**config.mk**
```make
export PLATFORM = sky130hd
export DESIGN_NAME = dmem_arbiter
export DESIGN_NICKNAME = d
export VERILOG_FILES = /design/src/rtl/dmem_arbiter.sv
export SDC_FILE = /design/constraint.sdc
export NUM_CORES = 1
export LEC_CHECK = 0
export ABC_AREA = 0
export CORE_ASPECT_RATIO = 1.5
export CORE_MARGIN = 4
export CORE_UTILIZATION = 30
export CTS_BUF_LIST = sky130_fd_sc_hd__clkbuf_8 sky130_fd_sc_hd__clkbuf_16
export CTS_CLUSTER_SIZE = 14
export DETAILED_ROUTE_END_ITERATION = 8
export DONT_BUFFER_PORTS = 1
export PLACE_DENSITY = 0.56
export SYNTH_ARGS = -nofsm -noshare
export SYNTH_HDL_FRONTEND = slang
export SYNTH_SLANG_ARGS = --single-unit
```
**constraint.sdc**
```tcl
create_clock -name clk -period 2.25 [get_ports clk]
set_input_delay 0.45 -clock clk [delete_from_list [all_inputs] [get_ports clk]]
set_output_delay 0.45 -clock clk [all_outputs]
set_load 0.02 [all_outputs]
```
**src/rtl/dmem_arbiter.sv**
```systemverilog
// Two-port arbiter in front of a single-port data memory bank: grants one requester,
// sequences SETUP/STROBE/DONE so strobes only fire on a settled address, and returns a one-cycle ack.
module dmem_arbiter #(
  parameter int ADDR_W  = 32,
  parameter int DATA_W  = 32,
  parameter int DEPTH   = 128,
  parameter int MEM_LAT = 1,
  parameter int FAIR    = 1
) (
  input  logic              clk,
  input  logic              rst_n,
  input  logic              p0_req_i,
  input  logic              p0_we_i,
  input  logic [ADDR_W-1:0] p0_addr_i,
  input  logic [DATA_W-1:0] p0_wdata_i,
  output logic              p0_ack_o,
  output logic [DATA_W-1:0] p0_rdata_o,
  output logic              p0_err_o,
  input  logic              p1_req_i,
  input  logic              p1_we_i,
  input  logic [ADDR_W-1:0] p1_addr_i,
  input  logic [DATA_W-1:0] p1_wdata_i,
  output logic              p1_ack_o,
  output logic [DATA_W-1:0] p1_rdata_o,
  output logic              p1_err_o,
  output logic              mem_read_o,
  output logic              mem_write_o,
  output logic [ADDR_W-1:0] mem_addr_o,
  output logic [DATA_W-1:0] mem_wdata_o,
  input  logic [DATA_W-1:0] mem_rdata_i,
  output logic              busy_o
);

  localparam int CNT_W = (MEM_LAT > 1) ? $clog2(MEM_LAT) : 1;
  localparam logic [CNT_W-1:0] CNT_LOAD = CNT_W'(MEM_LAT - 1);
  localparam logic [ADDR_W:0]  DEPTH_X  = (ADDR_W+1)'(DEPTH);

  typedef enum logic [1:0] {IDLE, SETUP, STROBE, DONE} state_e;

  state_e            state_q;
  logic              last_grant_q;
  logic              gnt_q;
  logic              we_q;
  logic [CNT_W-1:0]  cnt_q;
  logic [ADDR_W-1:0] addr_q;
  logic [DATA_W-1:0] wdata_q;
  logic              mem_read_q;
  logic              mem_write_q;
  logic              busy_q;
  logic [1:0]        ack_q;
  logic [1:0]        err_q;
  logic [DATA_W-1:0] rdata_q [2];

  logic              gnt_d;
  logic              we_d;
  logic [ADDR_W-1:0] addr_d;
  logic [DATA_W-1:0] wdata_d;
  logic              in_range;

  // On a tie the fair mode hands the bank to whichever port did not get it last time.
  always_comb begin
    gnt_d = 1'b0;
    if (p0_req_i && p1_req_i) begin
      gnt_d = (FAIR != 0) ? ~last_grant_q : 1'b0;
    end else if (p1_req_i) begin
      gnt_d = 1'b1;
    end
    we_d    = gnt_d ? p1_we_i    : p0_we_i;
    addr_d  = gnt_d ? p1_addr_i  : p0_addr_i;
    wdata_d = gnt_d ? p1_wdata_i : p0_wdata_i;
  end

  assign in_range = ({1'b0, addr_q} < DEPTH_X);

  always_ff @(posedge clk or negedge rst_n) begin
    if (!rst_n) begin
      state_q      <= IDLE;
      last_grant_q <= 1'b1;
      gnt_q        <= 1'b0;
      we_q         <= 1'b0;
      cnt_q        <= '0;
      addr_q       <= '0;
      wdata_q      <= '0;
      mem_read_q   <= 1'b0;
      mem_write_q  <= 1'b0;
      busy_q       <= 1'b0;
      ack_q        <= '0;
      err_q        <= '0;
      rdata_q[0]   <= '0;
      rdata_q[1]   <= '0;
    end else begin
      case (state_q)
        IDLE: begin
          if (p0_req_i || p1_req_i) begin
            state_q <= SETUP;
            gnt_q   <= gnt_d;
            we_q    <= we_d;
            addr_q  <= addr_d;
            wdata_q <= wdata_d;
            busy_q  <= 1'b1;
          end
        end
        SETUP: begin
          if (in_range) begin
            state_q     <= STROBE;
            cnt_q       <= CNT_LOAD;
            mem_read_q  <= ~we_q;
            mem_write_q <= we_q;
          end else begin
            // Out-of-range accesses complete without ever touching the bank.
            state_q        <= DONE;
            ack_q[gnt_q]   <= 1'b1;
            err_q[gnt_q]   <= 1'b1;
            if (!we_q) begin
              rdata_q[gnt_q] <= '0;
            end
          end
        end
        STROBE: begin
          if (cnt_q == '0) begin
            state_q        <= DONE;
            mem_read_q     <= 1'b0;
            mem_write_q    <= 1'b0;
            ack_q[gnt_q]   <= 1'b1;
            err_q[gnt_q]   <= 1'b0;
            if (!we_q) begin
              rdata_q[gnt_q] <= mem_rdata_i;
            end
          end else begin
            cnt_q <= cnt_q - 1'b1;
          end
        end
        DONE: begin
          state_q      <= IDLE;
          ack_q        <= '0;
          busy_q       <= 1'b0;
          last_grant_q <= gnt_q;
        end
        default: state_q <= IDLE;
      endcase
    end
  end

  assign p0_ack_o    = ack_q[0];
  assign p1_ack_o    = ack_q[1];
  assign p0_err_o    = err_q[0];
  assign p1_err_o    = err_q[1];
  assign p0_rdata_o  = rdata_q[0];
  assign p1_rdata_o  = rdata_q[1];
  assign mem_read_o  = mem_read_q;
  assign mem_write_o = mem_write_q;
  assign mem_addr_o  = addr_q;
  assign mem_wdata_o = wdata_q;
  assign busy_o      = busy_q;

endmodule

```
==> After elaboration in Yosys (flattened, before gate mapping) <==
Cells that the tools add are included.
{ "word_totals": {"register_bits": 141, "latchBits": 0, "ram_bits": 0, "romBits": 0, "output_inout_bits": 135, "memories": 0} }
{ "classes": {"n_addsub": 1, "multipliers": 0, "n_div": 0, "magnitude_cmp": 5, "eq_ne": 9, "shifts": 0, "n_mux": 35, "bitwise_logic": 9, "n_reduce_logical": 16} }
{ "ops": {"columns": ["cell", "count"], "rows": [
  ["2-to-1 mux 64 bit", 4],
  ["case mux 64 bit (2 select lines)", 1],
  ["2-to-1 mux 32 bit", 3],
  ["bitwise AND 64 bit", 1],
  ["bitwise mux 64 bit", 1],
  ["inverter 64 bit", 1],
  ["demux 32 bit (select 1 bit)", 1],
  ["< comparator 32 x 8 -> 1 bit, second input constant", 1],
  ["2-to-1 mux 2 bit", 6],
  ["inequality test 2 bit, second input constant", 6],
  ["2-to-1 mux 1 bit", 11],
  ["AND reduction 3 bit", 3],
  ["case mux 1 bit (2 select lines)", 4],
  ["case mux 2 bit (4 select lines)", 1],
  ["AND reduction 2 bit", 4],
  ["case mux 2 bit (3 select lines)", 1],
  ["AND reduction 5 bit", 1],
  ["equality test 2 bit, second input constant", 2],
  ["OR 2 bit", 2],
  ["case mux 2 bit (2 select lines)", 1],
  ["nonzero test 2 bit", 2],
  ["logical AND 1 bit", 3],
  ["nonzero test 3 bit", 1],
  ["bitwise AND 2 bit", 1],
  ["other kinds (12)", 13]
]} }

==> Logic depth before layout (Yosys ltp) <==
Gate-level depths: netlist of run 1.
{ "logic_depth": {"depth_word": 10, "ltp_mapped": 9} }

==> Worst setup path before layout of run 1 <==
No wires, ideal clock.
{ "synth_path": {"kind": "reg-to-reg", "from": "reg state_q[1]", "to": "reg rdata_q (netlist bit p0_rdata_o[0])", "setup_time_ns": 0.121, "arrival_ns": 1.805, "setup_slack_ns": 0.324, "path_stages_with_launch": 10, "path_buffers": 3, "cell_sequence": "dfrtp_1 > inv_1 > ha_1 > nor4b_2 > nand4_2 > buf_6 > and3_4 > buf_6 > buf_8 > a22o_1"} }
{ "synth_via": {"elab_chain_cells": 3, "elab_cells_between_ends": 9, "cone_classes": "6 x eq/ne; 1 x mux; 2 x reduce/logical"} }
{ "synth_rtl": {"columns": ["item", "line_no", "rtl"], "rows": [
  ["start, declared", "40", "state_e state_q;"],
  ["start signal, assigned", "77", "state_q <= IDLE;"],
  ["start signal, assigned", "95", "state_q <= SETUP;"],
  ["start signal, assigned", "105", "state_q <= STROBE;"],
  ["equality test 2 x 1 -> 1 bit or equality test 2 bit (tied branches)", "92", "case (state_q)"],
  ["inequality test 2 bit (no line) or nonzero test 2 bit (tied branches)", null, null],
  ["AND reduction 5 bit (no line)", null, null],
  ["end signal, assigned by index", "127", "rdata_q[gnt_q] <= mem_rdata_i;"],
  ["end, declared", "52", "logic [DATA_W-1:0] rdata_q [2];"]
]} }
Parallel ways exist; a longest one is shown, timed or not.
A chain may end at the register's enable or synchronous reset.

==> Worst setup path after layout of run 1 <==
{ "layout_path": {"from": "reg addr_q[23] (netlist: mem_addr_o[23])", "to": "reg rdata_q (netlist bit p0_rdata_o[14])"} }
{ "layout_via": {"elab_chain_cells": 3} }
{ "layout_rtl": {"columns": ["item", "line_no", "rtl"], "rows": [
  ["start, declared", "45", "logic [ADDR_W-1:0] addr_q;"],
  ["start signal, assigned", "98", "addr_q <= addr_d;"],
  ["< comparator 32 x 8 -> 1 bit", "73", "assign in_range = ({1'b0, addr_q} < DEPTH_X);"],
  ["inequality test 2 bit (no line)", null, null],
  ["AND reduction 5 bit (no line)", null, null]
]} }
Every way passes these cells.

==> metrics.md, run 1 <==
| Metric | Value |
|---|---|
| Setup Skew | 0.0122 ns |
| R2R depth | 6 |
| Post-synth EDFFs | 0 |
| Port buffer count | 0 |
| Pin count of the biggest net entering global routing | 141 |
| Die Y | 180 um |
| Status | finished with violations |
| Fmax | 0.474 GHz |
| Period Utilization, post-route | 93.9% |
| Required @ worst endpoint | 2.55 ns |
| ANT cells | 0 |
| Gpl congestion | 0.790 |
| Fin. Hold Viols | 140 |
| Synth Warn # | 0 |
| Fin nets | 676 |
| Postcts setup bufs | 0 |
| Clock slew at reported path FFs | 0.06 ns |
| Initial antenna violation count | 0 |
| Clock period minus worst slack | 2.11 ns |
| Total Wirelength | 17000 um |
| Fin util | 35.8% |
| WS Path Type | flop to flop |
| Crit path launch type | flop |
| Global route overflow | 0 |
| Rel. slew slack | 67.5% |
| Root Driver | clkbuf_16 |
| Area leader, netlist | dfrtp_1 |
| Initial Util | 30.8% |
| Worst Hold Class | input pin to async pin |
| Number of cells produced by synthesis | 500 |
| DRT iter0 DRCs | 142 |
| FP Rows | 62 |
| Arr. time, crit path | 2.41 ns |
| Total global-route track usage | 15.0% |
| Unrepaired setup endpoints after global routing | no |
| Synth top area share | 58.5% |
| Most common flop cell mapped by yosys | dfrtp_1 |
| Worst VDD drop | 0.000557 V |
| CP max FO | 32 |
| Pwr dens | 1690 mW/mm^2 |
| Clock sinks | 140 |
| Post-route setup TNS | 0 ns |
| Reg-to-Reg Start | mem_addr_o[23] |
| DR WL/cell | 22.0 um |
| MaxCap Viol Count | 0 |
| Worst-margin pin slew | 0.484 ns |
| ANT nets after route | 0 |
| Worst-Skew Late Latency | 0.41 ns |
| Area grow syn2layout | 16.3% |
| TritonCTS clock tree | yes |
| # H-tree levels | 4 |
| Setup crit start | mem_addr_o[23] |
| Avg Synthesized Cell Area | 11.9 um^2 |
| Max-slew violation count | 0 |
| 1st-pass router iterations | 4 |
| Number of distinct library cells after synthesis | 38 |
| Post-route total power | 0.0117 W |
| Violated checks | hold timing |
| Worst hold slack | -0.270 ns |
| Lkg Pwr | 3.24 nW |
| I/O pins | 301 |
| Clk buf depth | 2 |
| Drt via density | 5.21 |
| Synthesized Nets | 671 |
| Critical path capture point type | flop |
| Synth Cell Area | 0.00595 mm^2 |
| Post-DP HPWL | 12700 um |
| DIE WIDTH | 123 um |
| Die area | 0.0222 mm^2 |
| Filler cells | 1877 |
| Sequential element share of the synthesized area | 58.9% |
| Final number of setup-violating endpoints | 0 |
| Largest cells by area after synthesis | dfrtp_1 58%, mux2i_1 11%, a22o_1 9.3% |
| Vias in the first global route | 4254 |
| Vias post-DR | 4033 |
| Total CTS buffers | 17 |
| Post-CTS Resized | 0 |
| Core area | 0.0193 mm^2 |
| Post-synth ARST share | 100% |
| Seq cells post-synth | 140 |
| Global-route wire length before repair | 25300 um |
| Layout cells sized above 1 | 12.7% |
| Drt drc | 0 |
[per-stage QoR]
stage / instance area (um^2) / worst slack (ns) / std cells / hold slack [ns]
after floorplan: 5950 / 0.324 / 500 / 0.154
after global placement: 6320 / 0.179 / 742 / 0.158
after detailed placement: 6320 / 0.125 / 742 / 0.158
after CTS: 6920 / 0.0990 / 774 / -0.301
after global routing: 6920 / 0.0290 / 774 / -0.304
final: 6920 / 0.138 / 774 / -0.270
[layout make-up]
cell class	count	area [um^2]	area share (%)
clock buffers	17	425	6.15
clock inverters	15	173	2.50
inverters	7	26.3	0.380
multi-input cells	316	2230	32.3
flip-flops and latches	140	3500	50.7
well taps	256	320	4.63
repair buffers	23	235	3.40
[registers in the layout, indices dropped and copies added, names as in the netlist, 2 cells and up, named ones only]
| name | count |
|---|---|
| p0_rdata_o | 32 |
| p1_rdata_o | 32 |
| ack_q | 2 |
| mem_addr_o | 32 |
| mem_wdata_o | 32 |
| state_q | 2 |
[final timing paths]
path	to	slack (ns)
setup / recovery	p0_rdata_o[14]	0.14
hold / removal	p0_rdata_o[26]	-0.27
setup reg to reg	p0_rdata_o[14]	0.14
hold reg to reg	mem_read_o	0.60
max in group asynchronous	last_grant_q	2.27
min in group clk	p1_rdata_o[1]	0.18
[worst max-delay path: stages, from the launching register on]
cell	delay [ns]
dfrtp_1	0.50
nor4_1	0.33
and4_1	0.26
nand4_2	0.09
buf_4	0.20
and3_4	0.30
a22o_2	0.31
[layout by cell type (no fill, tap or decap), types with 3 or more instances in the layout]
cell / netlist / routed
mux2i_1: 65 / 65
bufinv_16: 0 / 3
a21oi_1: 4 / 4
ha_1: 5 / 5
clkbuf_16: 0 / 17
nand2_1: 68 / 68
inv_6: 0 / 3
and4_1: 3 / 3
nor2_1: 6 / 6
o21ai_0: 69 / 69
o31ai_1: 5 / 5
buf_12: 0 / 5
buf_4: 1 / 18
nor4_1: 6 / 6
inv_1: 7 / 10
clkinvlp_4: 0 / 3
dfrtp_1: 139 / 139
a22o_1: 63 / 63
[power breakdown]
| part | switching (W) | internal [W] | total [W] |
|---|---|---|---|
| clock network | 0.00110 | 0.00174 | 0.00284 |
| registers | 0.00213 | 0.00365 | 0.00578 |
| logic | 0.00170 | 0.00136 | 0.00306 |
[logic make-up (layout without fill, tap and decap cells)]
group	after synthesis	count (layout)	synth area share, %
compound gates	150	150	17.2
flops	140	140	58.9
simple gates	95	95	7.70
mux	66	66	11.1
buf+inv	44	62	3.95
fa+ha+maj	5	5	1.05
[cell usage after synthesis (3+ instances only)]
cell	number
dfrtp_1	139
o21ai_0	69
nand2_1	68
mux2i_1	65
a22o_1	63
clkbuf_1	15
buf_2	14
inv_1	7
nor2_1	6
nor4_1	6
ha_1	5
o31ai_1	5
a21oi_1	4
and4_1	3
buf_8	3
[routing by layer]
layer	wire length, um	track usage, %
met5	0	0
met4	236	5.63
met3	2040	5.81
met2	8780	26.2
met1	5940	16.3
Power figures use the tool's default switching activity.
==> inputs of run 2 (changes only) <==
--- a/config.mk
+++ b/config.mk
@@ -15,3 +15,3 @@
 export DONT_BUFFER_PORTS = 1
-export PLACE_DENSITY = 0.56
+export PLACE_DENSITY_LB_ADDON = 0.12
 export SYNTH_ARGS = -nofsm -noshare
--- a/constraint.sdc
+++ b/constraint.sdc
@@ -3,2 +3,2 @@
 set_output_delay 0.45 -clock clk [all_outputs]
-set_load 0.02 [all_outputs]
+set_load 0.1 [all_outputs]
==> run 2 against run 1 <==
  * The flow still finishes with violations (hold timing)
  * Clock skew decreased by 0.0011 ns
  * Global-route usage increased by 0.14 points
  * Die area unchanged
  * Via count increased by 8.5%
  * Core utilization increased by 4.8 points
  * Design area increased by 13%
  * Wire length decreased by 0.35%
  * Register-to-register slack about the same
  * Largest cell class unchanged
  * Critical endpoint is now p1_rdata_o[31]
  * Cell count increased by 16%
==> metrics.md, run 2 (synthesis results as in run 1) <==
| Metric | Value |
|---|---|
| Status | finished with violations |
| Violated checks | hold timing |
| Post-DP Area | 0.00724 mm^2 (+15%) |
| Clk buf depth | 2 (unchanged) |
| Reg-to-Reg Start | state_q[1] |
| Total Wirelength | 16900 um (-0.35%) |
| Die Y | 180 um (unchanged) |
| # H-tree levels | 4 (unchanged) |
| Arr. time, crit path | 2.39 ns (-0.02 ns) |
| Final number of setup-violating endpoints | 0 (unchanged) |
| Inst Count DP | 863 (+16%) |
| Commonest non-fill, non-tap cells in the layout | 139 x buf_4, 128 x dfrtp_1, 69 x o21ai_0, 68 x nand2_1, 65 x mux2i_1 |
| Total CTS buffers | 17 (unchanged) |
| R2R Setup Slk | 0.15 ns (about the same) |
| Total global-route track usage | 15.2% (+0.14 points) |
| Worst hold slack | -0.270 ns (+0.000154 ns) |
| TritonCTS clock tree | yes |
| DRT iter0 DRCs | 190 (+34%) |
| Drt drc | 0 (unchanged) |
| Post-route setup TNS | 0 ns (unchanged) |
| Postcts setup bufs | 0 (unchanged) |
| DR WL/cell | 18.9 um (-14%) |
| Pin count of the biggest net entering global routing | 141 (unchanged) |
| Drt via density | 4.89 (-6.2%) |
| Root Driver | clkbuf_16 |
| Worst Hold Class | input pin to async pin |
| Clock period minus worst slack | 2.10 ns (-0.00904 ns) |
| Period Utilization, post-route | 93.5% (-0.40 points) |
| ANT cells | 0 (unchanged) |
| Worst r2r dst | p1_rdata_o[31] |
| Commonest non-fill, non-tap cell in the layout | buf_4 |
| FP Rows | 62 (unchanged) |
| Rel. slew slack | 35.1% (-32 points) |
| DIE WIDTH | 123 um (unchanged) |
| Vias in the first global route | 4755 (+12%) |
| 1st-pass router iterations | 4 (unchanged) |
| R2R depth | 7 (+1) |
| Fmax | 0.476 GHz (+0.43%) |
| Die area | 0.0222 mm^2 (unchanged) |
| Core area | 0.0193 mm^2 (unchanged) |
| Worst-margin pin slew | 0.969 ns (+0.486 ns) |
| Setup Skew | 0.0110 ns (-0.00115 ns) |
| MaxCap Viol Count | 0 (unchanged) |
| Unrepaired setup endpoints after global routing | no |
| Post-DP HPWL | 12500 um (-1.6%) |
| Fin. Hold Viols | 140 (unchanged) |
| Non-Filler Instances | 895 (+16%) |
| Area grow syn2layout | 31.7% |
| Critical path capture point type | flop |
| Clock slew at reported path FFs | 0.06 ns (about the same) |
| Crit path launch type | flop |
| Max-slew violation count | 0 (unchanged) |
| Vias post-DR | 4374 (+8.5%) |
| Required @ worst endpoint | 2.54 ns (about the same) |
| Global-route wire length before repair | 26400 um (+4.2%) |
| Worst-Skew Late Latency | 0.41 ns (about the same) |
| CP max FO | 32 (unchanged) |
| Fin nets | 797 (+18%) |
| ANT nets after route | 0 (unchanged) |
| Clock sinks | 140 (unchanged) |
| Port buffer count | 0 (unchanged) |
| Layout cells sized above 1 | 31.6% (+19 points) |
| Gpl congestion | 0.732 (-7.3%) |
| Design Area, Final | 0.00784 mm^2 (+13%) |
| Global route overflow | 0 (unchanged) |
| Initial antenna violation count | 0 (unchanged) |
| WS Path Type | flop to flop |
| Initial Util | 30.8% (unchanged) |
| I/O pins | 301 (unchanged) |
==> run 2: changes by cell type in the layout (fill, tap and decap cells not counted), moves of 2 or more <==
cell and change:
buf_4 +121, dfrtp_1 -11, dfrtp_2 +11, inv_1 -3, bufinv_16 -2, clkbuf_8 +2
clkinv_4 +2
==> run 2: repair_timing <==
item	CTS	global route
endpoints found under the setup margin	0	32
gates resized for setup	0	2
endpoints found under the hold margin	140	140
==> run 2: through the flow <==
stage	util, %	hold slack (ns)	setup slack (ns)
5_1_grt	40.6	-0.307	0.0274
6_report	40.6	-0.270	0.147
3_5_place_dp	37.5	0.158	0.129
2_1_floorplan	-	0.154	0.00257
3_3_place_gp	37.5	0.158	0.231
4_1_cts	40.5	-0.298	0.102
==> run 2: final cells by class <==
cell class                      count  area [um^2]
Timing Repair Buffer              144         1140
Fill cell                        1873        11500
Multi-Input combinational cell    316         2240
Clock buffer                       19          453
Inverter                            7         26.3
Clock inverter                     13          131
Tap cell                          256          320
Sequential cell                   140         3520
==> run 2: worst max-delay path by stage <==
| stage | from | end | slack (ns) | depth (start not counted) |
|---|---|---|---|---|
| after detailed placement | state_q[1] | p1_rdata_o[4] | 0.13 | 7 |
| after CTS | state_q[1] | p1_rdata_o[31] | 0.10 | 7 |
| final | state_q[1] | p1_rdata_o[31] | 0.15 | 7 |
| after global routing | state_q[1] | p1_rdata_o[4] | 0.03 | 7 |
| after floorplan | mem_addr_o[19] | p0_rdata_o[0] | 0.003 | 8 |
| after global placement | state_q[1] | p1_rdata_o[10] | 0.23 | 7 |
==> run 2: metal layers <==
layer	vias up	track usage, %	part of all wire [%]
met5	-	0	0
met4	0	4.12	0.87
met3	8	6.22	11
met2	219	26.2	50
met1	2073	17.1	38
li1	2074	-	-
==> run 2: critical path, stage by stage (launching register included) <==
cell     delay (ns)
dfrtp_1        0.41
inv_1          0.13
ha_2           0.23
nor4b_4        0.22
nand4_2        0.20
and4_1         0.25
buf_4          0.24
a22o_1         0.28
Power of run 2 is not shown: default switching activity piles up to over one toggle a cycle in this logic, so the estimate is an artifact.
==> inputs of run 3 (changes only) <==
ABC_AREA = 1   (was 0)
==> run 3 against run 2 <==
  * The flow still finishes with violations (hold timing)
  * Count of clock-buffer cells in the layout increased by 2
  * Wire length increased by 47%
  * First-iteration DRC count increased by 100%
  * Register-to-register slack improved by 0.13 ns
  * Design area increased by 16%
  * Clock skew increased by 0.0048 ns
  * Maximum frequency increased by 6.8%
  * Area after synthesis increased by 22%
  * Setup slack improved by 0.13 ns
  * Critical path depth unchanged
  * Synthesized cell count increased by 83%
  * Hold slack got worse by 0.0088 ns
==> metrics.md, run 3 <==
| Metric | Value |
|---|---|
| Status | finished with violations |
| Violated checks | hold timing |
| Critical path capture point type | flop |
| Arr. time, crit path | 2.28 ns (-0.11 ns) |
| Fin nets | 1181 (+48%) |
| Largest cells by area after synthesis | dfrtp_1 48%, o21ai_0 13%, nand2_1 9.6% |
| Postcts setup bufs | 0 (unchanged) |
| Worst Hold Class | input pin to async pin |
| Total global-route track usage | 18.6% (+3.5 points) |
| Number of cells produced by synthesis | 915 (+83%) |
| Worst hold slack | -0.279 ns (-0.00881 ns) |
| Crit path launch type | flop |
| Drt via density | 5.04 (+3.1%) |
| Commonest non-fill, non-tap cell in the layout | o21ai_0 |
| MaxCap Viol Count | 0 (unchanged) |
| Total Wirelength | 24900 um (+47%) |
| Pin count of the biggest net entering global routing | 141 (unchanged) |
| Area grow syn2layout | 25.1% |
| Core area | 0.0237 mm^2 (+23%) |
| Drt drc | 0 (unchanged) |
| DP Worst Slack | 0.285 ns (+0.156 ns) |
| Number of distinct library cells after synthesis | 27 (-29%) |
| Setup crit start | state_q[0] |
| Global-route wire length before repair | 39200 um (+49%) |
| I/O pins | 301 (unchanged) |
| Post-route setup TNS | 0 ns (unchanged) |
| Initial Util | 30.6% (-0.24 points) |
| Filler cells | 2462 (+31%) |
| Vias post-DR | 6754 (+54%) |
| Clock sinks | 140 (unchanged) |
| Most common flop cell mapped by yosys | dfrtp_1 |
| Global route overflow | 0 (unchanged) |
| Post-CTS Resized | 0 (unchanged) |
| Post-DP HPWL | 16500 um (+32%) |
| CP max FO | 64 (+100%) |
| Clk buf depth | 2 (unchanged) |
| Area leader, netlist | dfrtp_1 |
| Synth top cells by count | 185 x nand2_1, 185 x o21ai_0, 139 x dfrtp_1 |
| DIE WIDTH | 135 um (+9.7%) |
| FP Rows | 69 (+11%) |
| Rel. slew slack | 54.6% (+20 points) |
| DRT iter0 DRCs | 387 (+100%) |
| Layout cells sized above 1 | 22.1% (-9.5 points) |
| # H-tree levels | 4 (unchanged) |
| Synth top area share | 48.0% (-11 points) |
| Worst-margin pin slew | 0.681 ns (-0.289 ns) |
| Initial antenna violation count | 1 (+1) |
| Synthesized Nets | 1086 (+62%) |
| Sequential element share of the synthesized area | 48.3% (-11 points) |
| Root Driver | clkbuf_16 |
| Clock slew at reported path FFs | 0.06 ns (about the same) |
| Synth Cell Area | 0.00725 mm^2 (+22%) |
| Die Y | 198 um (+10%) |
| Period Utilization, post-route | 87.5% (-5.9 points) |
| Seq cells post-synth | 140 (unchanged) |
| 1st-pass router iterations | 5 (+1) |
| Fmax | 0.508 GHz (+6.8%) |
| Clock period minus worst slack | 1.97 ns (-0.133 ns) |
| ANT cells | 0 (unchanged) |
| TritonCTS clock tree | yes |
| Unrepaired setup endpoints after global routing | no |
| Worst-Skew Late Latency | 0.43 ns (+0.02 ns) |
| Final number of setup-violating endpoints | 0 (unchanged) |
| Non-Filler Instances | 1340 (+50%) |
| Reg-to-Reg Start | state_q[0] |
| Max-slew violation count | 0 (unchanged) |
| WS Path Type | flop to flop |
| Avg Synthesized Cell Area | 7.93 um^2 (-33%) |
| Synth Warn # | 0 (unchanged) |
| Post-synth EDFFs | 0 (unchanged) |
| Total CTS buffers | 17 (unchanged) |
| Fin. Hold Viols | 139 (-0.71%) |
| Setup Skew | 0.0158 ns (+0.00478 ns) |
| Commonest non-fill, non-tap cells in the layout | 185 x o21ai_0, 182 x nand2_1, 147 x buf_4, 139 x dfrtp_1, 77 x nor2_1 |
| Inst Count DP | 1310 (+52%) |
| Final Worst Setup Slack | 0.281 ns (+0.133 ns) |
| Required @ worst endpoint | 2.56 ns (+0.02 ns) |
| Vias in the first global route | 6751 (+42%) |
| ANT nets after route | 0 (unchanged) |
| Die area | 0.0268 mm^2 (+21%) |
| DR WL/cell | 18.6 um (-2.0%) |
| Post-synth ARST share | 100% (unchanged) |
| Port buffer count | 0 (unchanged) |
| Gpl congestion | 0.744 (+1.7%) |
## run 3: cell types whose count changed in the layout (fill, tap and decap cells not counted), sizes merged, moves of 64 or more
cell and change:
mux2i -65, o21ai +125, nor2 +74, nand4 +64, a22o -65, nand2 +149, nand3 +65
## run 3: final cells by class
type,count,area [um^2],share of cell area (%)
Clock inverter,9,120,1.32
Multi-Input combinational cell,644,3150,34.7
Inverter,54,203,2.23
Clock buffer,21,480,5.29
Timing Repair Buffer,153,1220,13.5
Tap cell,319,399,4.40
Sequential cell,140,3500,38.6
## run 3: logic make-up (layout without fill, tap and decap cells)
family,after synthesis,count (layout),share of synthesized area [%]
AOI/OAI and AO/OA,209,209,14.9
adders and majority gates,5,5,0.863
buffers and inverters,131,237,8.52
DFF,140,140,48.3
and+or+nand+nor,430,430,27.4
## run 3: worst max-delay path: stages (launching register included)
cell and delay [ns]:
dfrtp_1 0.39, inv_1 0.10, ha_1 0.30, nand2_2 0.13
buf_4 0.53, o21ai_0 0.17, nand4_1 0.12, nand2_1 0.05
## run 3: worst paths after layout
| kind | to | slack (ns) | depth (start not counted) |
|---|---|---|---|
| worst min-delay path | p1_rdata_o[24] | -0.28 | 0 |
| max in group asynchronous | mem_addr_o[27] | 2.12 | 0 |
| min in group clk | mem_wdata_o[14] | 0.20 | 2 |
| worst max-delay path | p0_rdata_o[22] | 0.28 | 7 |
| worst min register to register | mem_read_o | 0.48 | 1 |
| worst max register to register | p0_rdata_o[22] | 0.28 | 7 |
## run 3: per-layer routing
layer	vias to the layer above	wire length [um]	GRT usage (%)
li1	3263	-	-
met1	3162	9750	22.5
met2	303	12600	31.7
met3	24	2100	6.02
met4	2	349	5.64
met5	-	17	0
## run 3: metrics by stage
stage	cell area [um^2]	util, %
floorplan	7250	-
global placement	8480	35.7
detailed placement	8480	35.7
CTS	9080	38.2
global route	9080	38.2
finish	9080	38.2
Power of run 3 is left out for the same reason.
